## src/rtl/wave_measure.sv

```systemverilog
// Windowed max/min/Vpp/period measurement of a strobed sample stream,
// presenting one selected value saturated to 0..9999 for a 4-digit display.
module wave_measure #(
    parameter int DATA_W = 12,
    parameter int WINDOW = 4096,
    parameter int HYST   = 16,
    parameter int CNT_W  = 16
) (
    input  logic              clock,
    input  logic              reset,
    input  logic              sample_en,
    input  logic [DATA_W-1:0] data,
    input  logic [1:0]        mode,
    output logic [13:0]       result,
    output logic              result_valid,
    output logic              no_signal
);

    localparam int WIN_W = $clog2(WINDOW);
    localparam logic [WIN_W-1:0]  LAST   = WIN_W'(WINDOW - 1);
    localparam logic [DATA_W-1:0] MID    = {1'b1, {(DATA_W-1){1'b0}}};
    localparam logic [DATA_W:0]   HYST_X = (DATA_W+1)'(HYST);
    localparam logic [DATA_W:0]   DMAX_X = {1'b0, {DATA_W{1'b1}}};
    localparam logic [CNT_W-1:0]  CMAX   = '1;

    logic [WIN_W-1:0]  cnt_q, cnt_d;
    logic [DATA_W-1:0] max_q, max_d, min_q, min_d;
    logic [DATA_W-1:0] level_q, level_d;
    logic              armed_q, armed_d;
    logic [CNT_W-1:0]  per_q, per_d, lastp_q, lastp_d;
    logic              seen_q, seen_d;
    logic [1:0]        ev_q, ev_d;
    logic [DATA_W-1:0] lmax_q, lmax_d, lmin_q, lmin_d;
    logic [CNT_W-1:0]  lper_q, lper_d;
    logic              nosig_q, nosig_d;
    logic [13:0]       res_q, res_d;
    logic              vld_q, vld_d;
    logic [1:0]        mode_q, mode_d;

    logic [DATA_W-1:0] mx_s, mn_s;
    logic [DATA_W:0]   lvl_x, lo_x, hi_x, hi_raw, sum_s;
    logic              fire, close;
    logic [31:0]       src;

    // Thresholds are formed one bit wider so they clamp instead of wrapping.
    assign lvl_x  = {1'b0, level_q};
    assign lo_x   = (lvl_x >= HYST_X) ? lvl_x - HYST_X : '0;
    assign hi_raw = lvl_x + HYST_X;
    assign hi_x   = (hi_raw > DMAX_X) ? DMAX_X : hi_raw;

    assign mx_s  = (data > max_q) ? data : max_q;
    assign mn_s  = (data < min_q) ? data : min_q;
    assign sum_s = {1'b0, mx_s} + {1'b0, mn_s};
    assign fire  = sample_en && armed_q && ({1'b0, data} >= hi_x);
    assign close = sample_en && (cnt_q == LAST);

    always_comb begin
        cnt_d   = cnt_q;
        max_d   = max_q;
        min_d   = min_q;
        level_d = level_q;
        armed_d = armed_q;
        per_d   = per_q;
        lastp_d = lastp_q;
        seen_d  = seen_q;
        ev_d    = ev_q;
        lmax_d  = lmax_q;
        lmin_d  = lmin_q;
        lper_d  = lper_q;
        nosig_d = nosig_q;
        res_d   = res_q;
        vld_d   = 1'b0;
        mode_d  = mode;
        src     = '0;
        if (sample_en) begin
            cnt_d = cnt_q + 1'b1;
            max_d = mx_s;
            min_d = mn_s;
            if (fire) begin
                armed_d = 1'b0;
                per_d   = '0;
                seen_d  = 1'b1;
                ev_d    = (ev_q == 2'd2) ? 2'd2 : ev_q + 2'd1;
                if (seen_q)
                    lastp_d = (per_q == CMAX) ? CMAX : per_q + 1'b1;
            end else begin
                if ({1'b0, data} < lo_x)
                    armed_d = 1'b1;
                per_d = (per_q == CMAX) ? CMAX : per_q + 1'b1;
            end
            // Closing sample is already folded into mx_s/mn_s and ev_d.
            if (close) begin
                lmax_d  = mx_s;
                lmin_d  = mn_s;
                nosig_d = (ev_d < 2'd2);
                lper_d  = nosig_d ? '0 : lastp_d;
                level_d = sum_s[DATA_W:1];
                max_d   = '0;
                min_d   = '1;
                ev_d    = '0;
                vld_d   = 1'b1;
            end
        end
        unique case (mode)
            2'd0: src = (lmin_d > lmax_d) ? '0 : 32'(lmax_d - lmin_d);
            2'd1: src = 32'(lmax_d);
            2'd2: src = 32'(lmin_d);
            2'd3: src = 32'(lper_d);
        endcase
        if (vld_d || (mode != mode_q))
            res_d = (src > 32'd9999) ? 14'd9999 : src[13:0];
    end

    always_ff @(posedge clock or posedge reset) begin
        if (reset) begin
            cnt_q   <= '0;
            max_q   <= '0;
            min_q   <= '1;
            level_q <= MID;
            armed_q <= 1'b0;
            per_q   <= '0;
            lastp_q <= '0;
            seen_q  <= 1'b0;
            ev_q    <= '0;
            lmax_q  <= '0;
            lmin_q  <= '0;
            lper_q  <= '0;
            nosig_q <= 1'b0;
            res_q   <= '0;
            vld_q   <= 1'b0;
            mode_q  <= '0;
        end else begin
            cnt_q   <= cnt_d;
            max_q   <= max_d;
            min_q   <= min_d;
            level_q <= level_d;
            armed_q <= armed_d;
            per_q   <= per_d;
            lastp_q <= lastp_d;
            seen_q  <= seen_d;
            ev_q    <= ev_d;
            lmax_q  <= lmax_d;
            lmin_q  <= lmin_d;
            lper_q  <= lper_d;
            nosig_q <= nosig_d;
            res_q   <= res_d;
            vld_q   <= vld_d;
            mode_q  <= mode_d;
        end
    end

    assign result       = res_q;
    assign result_valid = vld_q;
    assign no_signal    = nosig_q;

endmodule

```

## config.mk

```make
export PLATFORM = sky130hd
export DESIGN_NAME = wave_measure
export DESIGN_NICKNAME = d
export VERILOG_FILES = /design/src/rtl/wave_measure.sv
export SDC_FILE = /design/constraint.sdc
export NUM_CORES = 1
export LEC_CHECK = 0
export BUFFER_PORTS_ARGS = -buffer_cell sky130_fd_sc_hd__buf_2
export CAP_MARGIN = 15
export CORE_ASPECT_RATIO = 1.4
export CORE_MARGIN = 1.5
export CORE_UTILIZATION = 45
export CTS_BUF_LIST = sky130_fd_sc_hd__clkbuf_4 sky130_fd_sc_hd__clkbuf_8
export DETAILED_ROUTE_END_ITERATION = 10
export PLACE_DENSITY_LB_ADDON = 0.12
export SYNTH_ARGS = -nofsm -noshare
export SYNTH_HDL_FRONTEND = slang
export SYNTH_SLANG_ARGS = --single-unit
export TNS_END_PERCENT = 100
```

## constraint.sdc

```tcl
create_clock -name clock -period 5 [get_ports clock]
set_input_delay 0.5 -clock clock [delete_from_list [all_inputs] [get_ports clock]]
set_output_delay 0.5 -clock clock [all_outputs]
set_load 0.02 [all_outputs]
```

# == Word-level counts from Yosys, hierarchy flattened ==
# Index checks and enable logic that the tools add are counted.
# word_totals
ff_bits,142
latchBits,0
mem_bits_rw,0
romBits,0
in_bits,17
out_inout_bits,16
word_cells,76
n_memories,0
# op_classes
add_sub_neg,7
multipliers,0
div_mod_pow,0
n_lt_le_gt_ge,9
eq_ne,7
shift,0
mux,28
bitwise,0
reduce_logical,9
# ops
operator,n
$pmux W32 S4,1
$mux W16,7
$mux W12,8
$gt A32 B14 Y1 const B,1
$mux W32,1
$mux W13,2
$gt A12 B12 Y1,2
$add A16 B1 Y16 const B,1
$eq A16 B16 Y1 const B,1
$mux W14,1
$add A12 B12 Y13,1
$add A12 B5 Y13 const B,1
$ge A12 B13 Y1,1
$gt A13 B12 Y1 const B,1
$lt A12 B13 Y1,1
$sub A12 B12 Y13,1
$sub A12 B5 Y13 const B,1
$add A12 B1 Y12 const B,1
$eq A12 B12 Y1 const B,1
$ge A12 B5 Y1 const B,1
$lt A12 B12 Y1,1
$mux W2,4
$eq A2 B2 Y1 const B,3
$reduce_and A2 Y1,3
9 further kinds,14

# == Depth between registers and ports, before layout ==
# Gate-level depths: netlist of run 1.
# logic_depth
ltp_word,14
ltp_mapped,24
ltp_nobuf,22

# == Worst setup path after synthesis of run 1 ==
# Ideal clock, no wire load.
# synth_path
kind,register -> register
start,reg min_q[2]
end,"reg res_q[5], in the netlist result[5]"
setup_time_ps,122
arrival_ps,4802
required_ps,4878
path_slack_ps,77
stages_incl_launch_ff,21
path_buffers,1
cell_sequence,dfstp_2 -> inv_1 -> ha_1 -> a211o_1 -> a31oi_1 -> o31ai_2 -> a21oi_1 -> buf_4 -> mux2i_1 -> o21ai_0 -> inv_1 -> fa_1 -> a211oi_1 -> o21ai_0 -> a31oi_1 -> a21oi_1 -> a2111o_1 -> o211a_1 -> a21oi_1 -> nor2_1 -> a32o_1
# synth_between
elab_chain_cells,9
elab_cells_between_ends,10
# synth_rtl
item,line_no,source
from (decl),27,"logic [DATA_W-1:0] max_q, max_d, min_q, min_d;"
from (signal assigned),135,min_q <= min_d;
$lt A12 B12 Y1 (*),52,assign mn_s = (data < min_q) ? data : min_q;
$mux W12 (*),52,
$mux W12 (*),92,if (close) begin
$mux W12 (*),75,if (sample_en) begin
named net lmin_d[1],33,"logic [DATA_W-1:0] lmax_q, lmax_d, lmin_q, lmin_d;"
$sub A12 B12 Y13 / $gt A12 B12 Y1 (equally long branches),105,2'd0: src = (lmin_d > lmax_d) ? '0 : 32'(lmax_d - lmin_d);
$mux W32,105,
$pmux W32 S4 (*),104,unique case (mode)
$gt A32 B14 Y1,111,res_d = (src > 32'd9999) ? 14'd9999 : src[13:0];
$mux W14 (*),111,
to (signal assigned),146,res_q <= res_d;
to (decl),36,"logic [13:0] res_q, res_d;"
# Mark *: on every way through the listed nets, which the timed path passes. The rest lies on a longest branch.
# A chain may end at the register's enable or synchronous reset.

# == Final worst setup path of run 1 ==
# layout_path
start,reg max_q[7]
end,"reg res_q[5], in the netlist result[5]"
# layout_between
elab_chain_cells,9
elab_cells_between_ends,10
# layout_rtl
item,line_no,source
from (decl),27,
from (signal assigned),134,max_q <= max_d;
$gt A12 B12 Y1 (*),51,assign mx_s = (data > max_q) ? data : max_q;
$mux W12 (*),51,
$mux W12 (*),92,
$mux W12 (*),75,
named net lmax_d[5],33,
$sub A12 B12 Y13 / $gt A12 B12 Y1 (equally long branches),105,
$mux W32,105,
$pmux W32 S4 (*),104,
$gt A32 B14 Y1,111,
$mux W14 (*),111,
# Marked as above.

==> summary.txt, run 1 <==
max-slew violations -> 0
P_leak -> 0.00544 uW
CTS root buf -> clkbuf_8
max_cap viols -> 0
synth unique cells -> 75
die height -> 175 microns
vias per cell -> 5.69
DRC viols -> 0
slowest stage cell, crit path -> a2111o_1
antenna violations before repair -> 0
CP endpoint kind -> register
critical path's top delay family -> compound AO/OA/AOI/OAI gates
DR WL met2 -> 14.0 mm
Avg Cell Area, Syn -> 8.95 sq um
#FFs+latches synth -> 142
final net count -> 1279
cell taking the most area after synthesis -> dfrtp_1
initial drt markers -> 465
post-synthesis sequential area ratio -> 0.377
slowest stage delay, CP -> 0.40 ns
CP Class -> register to register
Worst EP arrival -> 5.20 ns
first-pass GRT wire length -> 44.1 mm
CP max FO -> 11
Int Power -> 2770 uW
R2R depth -> 18
Synth top area share -> 0.341
via count -> 8265
Total GRT Usage -> 0.257
async set-reset flop share out of synthesis -> 1.00
Skew-Pair Late Insertion Delay -> 0.48 ns
post-DR wirelength/cell -> 18.9 microns
synth warn -> 0
clock power share -> 0.210
max layer used -> met4
GP Congestion -> 0.943
reg2reg start -> max_q[7]
Clock Skew -> 0.0209 ns
Met1 Routed Length -> 11.6 mm
die area -> 0.0220 sq mm
CTS Buffer Depth -> 2
slew at the pin with the worst max-slew slack -> 0.962 ns
WP depth -> 18
iteration count of the initial detailed-routing pass -> 5
fin crit period -> 4.85 ns
CTS tree -> yes
met3 WL post-DR -> 827 microns
slew margin rel. -> 0.359
synth top area cells -> dfrtp_1, ha_1, nand2_1
placed instance area -> 0.0106 sq mm
crit-path cells -> inv_1, ha_1, nand4_1, a21oi_2, o31a_1, buf_4, mux2i_1, o21ai_0, ha_1, o21a_1, or2_2, a31oi_4, a21oi_2, a2111o_1, o211a_1, a21oi_1, nor2_2, a32o_1
prevailing post-synth register cell -> dfrtp_1
Cell Pwr Density -> 417 mW/mm^2
CP bufs+invs -> 2
CTS Buf Count -> 17
count leader, synth -> dfrtp_1
Peak VDD IR -> 0.248 mV
Combinational Power Share -> 0.462
Post-synth top cells -> dfrtp_1, nand2_1, inv_1
DP HPWL -> 20.6 mm
I/O pin count -> 33
Final setup viols -> 0
post-synthesis cell count -> 1059
core area -> 0.0206 sq mm
H-tree depth -> 4
Post-Synthesis Cell Area -> 0.00948 sq mm
CP Launch Type -> register
GR Overflow Total -> 0
design area -> 0.0113 sq mm
clk sinks -> 142
final WL -> 27.5 mm
max frequency -> 206 MHz
share of cells above drive strength 1 -> 0.226
cell row count -> 62
DRT antenna net count -> 0
Hold Path Class -> input port to asynchronous set/reset pin
antenna cells -> 0
number of global-route vias before repair -> 8287
worst path required time -> 5.35 ns
R2R Setup Slk -> 0.15 ns
Post-synth EDFFs -> 0
clk slew on worst S/H paths -> 0.09 ns
# port buffers -> 32
Net Sw Frac -> 0.413
Layout area overhead -> 19.6%
Initial Utilization -> 0.461
DIE WIDTH -> 126 microns
final period utilization -> 0.970
syn_nets -> 1154
Net Switching -> 1950 uW
reg2reg end -> result[5]
Hold Vio Cnt, Final -> 0
outcome -> complete, no violations
pin count of the biggest net entering global routing -> 107
utilization after layout -> 0.551
sequential power share -> 0.329
==> layer usage <==
metal	vias to the layer above	track usage
li1	4036	-
met4	0	0.120
met5	-	0
met1	4004	0.310
met3	48	0.0392
met2	177	0.449
==> kinds of logic after synthesis <==
family                     share of synthesized area
adders and majority gates                      0.105
buffers and inverters                         0.0558
AOI/OAI and AO/OA                              0.209
muxes                                         0.0498
and+or+nand+nor                                0.165
DFF                                            0.377
xor gates and xnor gates                      0.0397
==> registers in the layout, summed over array words and instances, names as in the netlist, 2 cells and up <==
name     cells
mode_q       2
lper_q      16
lmin_q      12
lastp_q     16
level_q     12
cnt_q       12
per_q       16
lmax_q      12
max_q       12
min_q       12
result      14
ev_q         2
==> power groups by stage <==
stage / Clock, uW / Combinational [uW] / Sequential, uW
after floorplan: 0 / 1420 / 1530
after global placement: 0 / 2070 / 1560
after detailed placement: 0 / 2090 / 1570
after CTS: 1020 / 2110 / 1550
after global routing: 1060 / 2430 / 1580
final: 990 / 2180 / 1550
==> what timing repair did <==
action / 4_1_cts / 5_1_grt
cloned: 0 / 0
setup buffers: 0 / 10
setup endpoints to repair: 9 / 13
gates resized for setup: 3 / 51
pin swaps: 0 / 17
hold buffers: 0 / 0
==> per-stage QoR <==
step	worst slack, ns	std cells	power (uW)	TNS [ns]	hold slack, ns
4_1_cts	0.00890	1442	4670	0	0.270
6_report	0.149	1453	4720	0	0.223
2_1_floorplan	0.0768	1059	2950	0	0.437
3_5_place_dp	-0.197	1410	3660	-1.79	0.458
5_1_grt	-0.0320	1453	5080	-0.0948	0.299
3_3_place_gp	-0.261	1410	3630	-2.32	0.454
==> worst reg2reg max path, cell delays in order (launching register included) <==
cell and delay [ns]:
dfrtp_1 0.36, inv_1 0.06, ha_1 0.32, nand4_1 0.27
a21oi_2 0.31, o31a_1 0.30, buf_4 0.29, mux2i_1 0.37
o21ai_0 0.18, ha_1 0.32, o21a_1 0.18, or2_2 0.31
a31oi_4 0.21, a21oi_2 0.09, a2111o_1 0.40, o211a_1 0.15
a21oi_1 0.23, nor2_2 0.14, a32o_1 0.24
==> how the worst max path moves through the flow <==
stage                           from   endpoint  slack [ns]
after floorplan             min_q[2]  result[5]        0.08
after global placement       data[7]  result[2]       -0.26
after detailed placement     data[7]  result[4]       -0.20
after CTS                   min_q[2]  result[5]       0.009
after global routing      level_q[4]  result[4]       -0.03
final                       max_q[7]  result[5]        0.15
==> layout make-up <==
type / instances / area (sq um)
Timing Repair Buffer: 151 / 1050
Sequential cell: 142 / 3570
Clock buffer: 17 / 234
Inverter: 92 / 354
Tap cell: 256 / 320
Multi-Input combinational cell: 780 / 5620
Fill cell: 1892 / 9220
Clock inverter: 15 / 186
==> layout by cell type (no fill, tap or decap), types with 5 or more instances in the layout <==
master and n:
o21ai_1 15, dfrtp_1 129, o21a_1 16, and3_1 13, a21oi_2 7, o22a_1 13, nand4_1 9, xor2_1 18
ha_1 75, mux2i_1 26, o21ai_0 60, o22ai_1 14, buf_4 118, nor2_1 69, inv_8 8, mux2_2 14
a211o_1 5, a21o_1 8, clkbuf_8 17, and2_1 7, inv_1 90, o211ai_1 7, o31ai_1 9, nor3_1 14
or2_2 6, or3_1 6, nand3_1 29, dfstp_2 13, xnor2_1 25, a31oi_4 6, nand2_1 119, buf_2 33
nand2b_1 13, a22o_1 11, a21oi_1 52, nor2b_1 5, a31oi_1 12
Note: power is estimated with default switching activity, not from simulation.
==> run 2: changes to the inputs <==
==> constraint.sdc (replaced) <==
create_clock -name clock -period 6.3 [get_ports clock]
set_input_delay 0.63 -clock clock [delete_from_list [all_inputs] [get_ports clock]]
set_output_delay 0.63 -clock clock [all_outputs]
set_load 0.02 [all_outputs]
==> run 2 against run 1 <==
  * Critical path type unchanged
  * Cell count shrank 6.1%
  * Sequential cell count is the same
  * Design area shrank 8.2%
  * Clock power shrank 25%
  * Combinational power shrank 28%
  * Critical path depth is the same
  * Register-to-register slack gained 0.44 ns
  * Non-clock buffer count shrank 89
  * Largest cell class unchanged
  * Highest routed layer unchanged
  * Clock-buffer cell count grew 2
  * Via count shrank 4.7%
==> summary.txt, run 2 (same netlist as run 1, synthesis figures left out) <==
WP depth -> 18 (unchanged)
end of the critical path -> result[5]
share of cells above drive strength 1 -> 0.128 (-0.0974)
CTS Buf Count -> 17 (unchanged)
antenna violations before repair -> 0 (unchanged)
clk sinks -> 142 (unchanged)
Total GRT Usage -> 0.245 (-0.0119)
Top Registers -> lastp_q (16), lper_q (16), per_q (16)
R2R Setup Slk -> 0.59 ns (+0.44 ns)
met1 GRT Util -> 0.298 (-0.0125)
CP endpoint kind -> register
critical path's top delay family -> compound AO/OA/AOI/OAI gates
max-slew violations -> 0 (unchanged)
via count -> 7877 (-4.7%)
iteration count of the initial detailed-routing pass -> 5 (unchanged)
DIE WIDTH -> 126 microns (unchanged)
most used routing layer -> met2
outcome -> complete, no violations
CP Launch Type -> register
commonest cells after routing, fill and taps aside -> dfrtp_1, nand2_1, inv_1
RSZ-0062 raised after global routing -> no
CP Class -> register to register
clk slew on worst S/H paths -> 0.09 ns (about the same)
Initial Utilization -> 0.461 (unchanged)
design area -> 0.0104 sq mm (-8.2%)
reg2reg end -> result[5]
R2R depth -> 18 (unchanged)
antenna cells -> 0 (unchanged)
worst path required time -> 6.73 ns (+1.38 ns)
placed cell count -> 1332 (-5.5%)
Hold Vio Cnt, Final -> 0 (unchanged)
CTS Buffer Depth -> 2 (unchanged)
pin count of the biggest net entering global routing -> 88 (-18%)
final net count -> 1190 (-7.0%)
vias per cell -> 5.77 (+1.5%)
GP Congestion -> 0.878 (-6.9%)
number of global-route vias before repair -> 7908 (-4.6%)
GR Overflow Total -> 0 (unchanged)
die area -> 0.0220 sq mm (unchanged)
first-pass GRT wire length -> 42.1 mm (-4.5%)
Post-CTS Setup Bufs -> 0 (unchanged)
final WL -> 25.9 mm (-5.8%)
slowest stage cell, crit path -> o31ai_4
beginning of the critical path -> level_q[4]
cell with the most instances on the worst path -> ha_1
DP HPWL -> 19.5 mm (-5.3%)
die height -> 175 microns (unchanged)
Clock Skew -> 0.0128 ns (-0.00812 ns)
cell row count -> 62 (unchanged)
initial drt markers -> 349 (-25%)
Layout area overhead -> 9.74%
CTS tree -> yes
Hold Path Class -> input port to asynchronous set/reset pin
max frequency -> 175 MHz (-15%)
Finished Layout Cells -> 1364 (-6.1%)
Setup Total Neg Slack -> 0 ns (unchanged)
Peak VDD IR -> 0.158 mV (-36%)
CP bufs+invs -> 1 (-1)
slowest stage delay, CP -> 0.60 ns (+0.20 ns)
post-DR wirelength/cell -> 19.0 microns (+0.35%)
H-tree depth -> 4 (unchanged)
min setup slack post-route -> 0.591 ns (+0.442 ns)
Fin Hold WS -> 0.312 ns (+0.0888 ns)
core area -> 0.0206 sq mm (unchanged)
Final setup viols -> 0 (unchanged)
crit-path cells -> inv_1, ha_1, nand4b_1, nor4_1, nand3_1, o21ai_1, nor2_1, ha_1, and4_1, a41oi_1, a21boi_1, o31ai_4, mux2i_1, o31ai_1, o32ai_1, o2111ai_1, nand4bb_4, a32o_1
I/O pin count -> 33 (unchanged)
slew at the pin with the worst max-slew slack -> 0.836 ns (-0.126 ns)
placed instance area -> 0.0100 sq mm (-5.5%)
commonest non-fill, non-tap cell in the layout -> dfrtp_1
DRC viols -> 0 (unchanged)
reg2reg start -> level_q[4]
max_cap viols -> 0 (unchanged)
slew margin rel. -> 0.442 (+0.0830)
Skew-Pair Late Insertion Delay -> 0.48 ns (about the same)
fin crit period -> 5.71 ns (+0.858 ns)
# fillers -> 2016 (+6.6%)
M2 GR Usage -> 0.428 (-0.0206)
P_leak -> 0.00498 uW (-8.6%)
DRT antenna net count -> 0 (unchanged)
Cell Pwr Density -> 339 mW/mm^2 (-19%)
# port buffers -> 32 (unchanged)
CP max FO -> 10 (-1)
PostCTS Resize Cnt -> 0 (-3)
final period utilization -> 0.906 (-0.0640)
Hold-fix buffers, CTS -> 0 (unchanged)
CTS root buf -> clkbuf_8
dpl ws -> 0.549 ns (+0.746 ns)
Worst EP arrival -> 6.13 ns (+0.93 ns)
global routing usage on met3 -> 0.0404 (+0.00122)
-- run 2: power breakdown --
part / internal, uW / leakage (uW) / switching [uW]
clock: 340 / 0.000198 / 404
sequential: 1100 / 0.00186 / 127
combinational: 644 / 0.00292 / 912
total: 2090 / 0.00498 / 1440
-- run 2: worst min-delay path by stage --
stage | slack, ns | depth (start not counted) | end | startpoint
2_1_floorplan | 0.44 | 1 | cnt_q[10] | cnt_q[10]
3_3_place_gp | 0.45 | 1 | cnt_q[10] | cnt_q[10]
3_5_place_dp | 0.45 | 1 | cnt_q[10] | cnt_q[10]
4_1_cts | 0.33 | 2 | per_q[8] | reset
5_1_grt | 0.36 | 2 | cnt_q[9] | reset
6_report | 0.31 | 2 | cnt_q[9] | reset
-- run 2: per-stage QoR --
step,util,power [uW]
5_1_grt,0.506,3810
3_3_place_gp,0.487,2780
3_5_place_dp,0.487,2800
2_1_floorplan,-,2340
4_1_cts,0.506,3550
6_report,0.506,3530
-- run 2: layer usage --
| metal | vias up | routed length [microns] |
|---|---|---|
| met5 | - | 0 |
| li1 | 3853 | - |
| met2 | 169 | 13100 |
| met3 | 45 | 920 |
| met4 | 0 | 816 |
| met1 | 3810 | 11100 |
-- run 2: cell type report --
class	instances	area (sq um)	share of cell area
multi-input combinational	780	5380	0.518
inverter	92	350	0.0337
tap	256	320	0.0308
timing repair buffer	62	385	0.0371
clock buffer	19	262	0.0251
sequential	142	3570	0.343
clock inverter	13	130	0.0125
-- run 2: worst register-to-register path, stage by stage (launching register included) --
cell	delay (ns)
dfrtp_1	0.49
inv_1	0.15
ha_1	0.36
nand4b_1	0.10
nor4_1	0.51
nand3_1	0.13
o21ai_1	0.45
nor2_1	0.15
ha_1	0.33
and4_1	0.22
a41oi_1	0.20
a21boi_1	0.24
o31ai_4	0.60
mux2i_1	0.43
o31ai_1	0.13
o32ai_1	0.52
o2111ai_1	0.29
nand4bb_4	0.20
a32o_1	0.18
==> run 3: changes to the inputs <==
--- a/config.mk
+++ b/config.mk
@@ -8,11 +8,12 @@
 export BUFFER_PORTS_ARGS = -buffer_cell sky130_fd_sc_hd__buf_2
 export CAP_MARGIN = 15
 export CORE_ASPECT_RATIO = 1.4
-export CORE_MARGIN = 1.5
+export CORE_MARGIN = 10
 export CORE_UTILIZATION = 45
 export CTS_BUF_LIST = sky130_fd_sc_hd__clkbuf_4 sky130_fd_sc_hd__clkbuf_8
 export DETAILED_ROUTE_END_ITERATION = 10
 export PLACE_DENSITY_LB_ADDON = 0.12
+export REMOVE_ABC_BUFFERS = 1
 export SYNTH_ARGS = -nofsm -noshare
 export SYNTH_HDL_FRONTEND = slang
 export SYNTH_SLANG_ARGS = --single-unit
==> run 3 against run 2 <==
  * Global-route usage decreased by 5.4 points
  * Worst setup slack better by 0.16 ns
  * Cell count down 0.44%
  * Power decreased by 1.4%
  * Clock-buffer cell count up 2
  * Sequential power about the same
  * Sequential share of layout area is 0.17 points higher
  * Die area increased by 25%
  * Via count is 0.96% lower
  * Maximum frequency increased by 2.9%
  * Critical endpoint is now result[1]
  * Largest power group unchanged
==> summary.txt, run 3 (same netlist as run 1, synthesis figures left out) <==
Cell Pwr Density -> 336 mW/mm^2 (-0.91%)
Clock Skew -> 0.0190 ns (+0.00619 ns)
Final setup viols -> 0 (unchanged)
clock power share -> 0.209 (-0.002)
GR Overflow Total -> 0 (unchanged)
DIE WIDTH -> 143 microns (+14%)
initial drt markers -> 482 (+38%)
slowest stage cell, crit path -> dfrtp_1
Worst EP arrival -> 5.86 ns (-0.27 ns)
GP Congestion -> 0.920 (+4.8%)
core area -> 0.0206 sq mm (+0.38%)
via count -> 7801 (-0.96%)
R2R Setup Slk -> 0.75 ns (+0.16 ns)
Multi-input gate area -> 0.00538 sq mm (unchanged)
cell with the most instances on the worst path -> ha_1
antenna violations before repair -> 0 (unchanged)
slew at the pin with the worst max-slew slack -> 0.911 ns (+0.0758 ns)
clk slew on worst S/H paths -> 0.09 ns (about the same)
I/O pin count -> 33 (unchanged)
first-pass GRT wire length -> 41.6 mm (-1.1%)
slowest stage delay, CP -> 0.50 ns (-0.10 ns)
max frequency -> 180 MHz (+2.9%)
critical path's top delay family -> compound AO/OA/AOI/OAI gates
clk sinks -> 142 (unchanged)
iteration count of the initial detailed-routing pass -> 5 (unchanged)
Peak VDD IR -> 0.288 mV (+82%)
Hold-fix buffers, CTS -> 0 (unchanged)
beginning of the critical path -> level_q[4]
R2R depth -> 18 (unchanged)
crit-path cells -> inv_1, ha_1, nand4b_1, nor4_1, nand3_1, o21ai_1, nor2_1, ha_1, and4_1, a41oi_1, a21boi_1, o31ai_4, mux2_2, a311oi_1, a2bb2oi_1, o2111ai_1, nand4bb_4, a31oi_1
final period utilization -> 0.881 (-0.0254)
CP bufs+invs -> 1 (unchanged)
end of the critical path -> result[1]
share of cells above drive strength 1 -> 0.123 (-0.00475)
Reg area -> 0.00357 sq mm (unchanged)
Net Sw Frac -> 0.402 (-0.00638)
worst path required time -> 6.61 ns (-0.12 ns)
CTS Buf Count -> 17 (unchanged)
CP Class -> register to register
pin count of the biggest net entering global routing -> 88 (unchanged)
design area -> 0.0103 sq mm (-0.49%)
DRT antenna net count -> 0 (unchanged)
CTS root buf -> clkbuf_8
Hold Vio Cnt, Final -> 0 (unchanged)
CTS tree -> yes
commonest cells after routing, fill and taps aside -> dfrtp_1, nand2_1, inv_1
die area -> 0.0273 sq mm (+25%)
max-slew violations -> 0 (unchanged)
Total GRT Usage -> 0.191 (-0.0540)
fin crit period -> 5.55 ns (-0.160 ns)
H-tree depth -> 4 (unchanged)
die height -> 192 microns (+9.7%)
PostCTS Resize Cnt -> 0 (unchanged)
Layout area overhead -> 9.20%
P_leak -> 0.00494 uW (-0.68%)
RSZ-0062 raised after global routing -> no
Hold Path Class -> input port to asynchronous set/reset pin
CTS Buffer Depth -> 2 (unchanged)
post-DR wirelength/cell -> 18.6 microns (-1.8%)
# fillers -> 1996 (-0.99%)
commonest non-fill, non-tap cell in the layout -> dfrtp_1
outcome -> complete, no violations
CP endpoint kind -> register
Net Switching -> 1400 uW (-2.9%)
WP depth -> 18 (unchanged)
final WL -> 25.3 mm (-2.3%)
slew margin rel. -> 0.377 (-0.0650)
cell row count -> 62 (unchanged)
reg2reg start -> level_q[4]
Post-CTS Setup Bufs -> 0 (unchanged)
Initial Utilization -> 0.459 (-0.00173)
max_cap viols -> 0 (unchanged)
CP max FO -> 10 (unchanged)
Skew-Pair Late Insertion Delay -> 0.47 ns (about the same)
# port buffers -> 32 (unchanged)
vias per cell -> 5.74 (-0.53%)
Combinational Power Share -> 0.439 (-0.002)
Setup Total Neg Slack -> 0 ns (unchanged)
placed instance area -> 0.00996 sq mm (-0.45%)
sequential power share -> 0.352 (+0.004)
antenna cells -> 0 (unchanged)
number of global-route vias before repair -> 7794 (-1.4%)
Int Power -> 2080 uW (-0.33%)
reg2reg end -> result[1]
CP Launch Type -> register
Top Registers -> lastp_q (16), lper_q (16), per_q (16)
DP HPWL -> 19.2 mm (-1.5%)
DRC viols -> 0 (unchanged)
final net count -> 1184 (-0.50%)
run 3: cell type report:
type	count	area share
inverter	92	0.0339
tap	256	0.0310
multi-input combinational	780	0.520
clock buffer	21	0.0267
clock inverter	11	0.0105
sequential	142	0.345
timing repair buffer	56	0.0329
run 3: worst min path at each step:
| stage | startpoint | endpoint | cells past startpoint |
|---|---|---|---|
| finish | reset | per_q[7] | 2 |
| floorplan | cnt_q[10] | cnt_q[10] | 1 |
| global route | reset | per_q[7] | 2 |
| CTS | reset | per_q[7] | 2 |
| global placement | cnt_q[10] | cnt_q[10] | 1 |
| detailed placement | cnt_q[10] | cnt_q[10] | 1 |
run 3: power by group through the flow:
stage	sequential, uW	clock, uW	combinational (uW)
2_1_floorplan	1220	0	1100
3_3_place_gp	1240	0	1520
3_5_place_dp	1240	0	1530
4_1_cts	1230	742	1540
5_1_grt	1250	778	1720
6_report	1230	728	1530
run 3: layer usage:
layer,track usage,up-vias,part of all wire
met5,0,-,0
met3,0.0321,40,0.032
met4,0.0652,0,0.026
met2,0.331,145,0.51
met1,0.236,3768,0.43
li1,-,3848,-
run 3: worst register-to-register path: cells and delay by family, from the launching register on:
family / cells / cell delay [ns]
AOI/OAI and AO/OA: 8 / 2.56
adders and majority gates: 2 / 0.65
muxes: 1 / 0.43
DFF: 1 / 0.50
buffers and inverters: 1 / 0.14
and+or+nand+nor: 6 / 1.12
run 3: metrics by stage:
step | total power [uW] | instances | util | setup slack (ns) | hold WS [ns]
floorplan | 2320 | 1014 | - | 0.769 | 0.437
global placement | 2760 | 1326 | 0.483 | 0.765 | 0.453
detailed placement | 2770 | 1326 | 0.483 | 0.694 | 0.460
CTS | 3510 | 1358 | 0.502 | 0.803 | 0.349
global route | 3750 | 1358 | 0.502 | 0.334 | 0.371
finish | 3480 | 1358 | 0.502 | 0.751 | 0.304
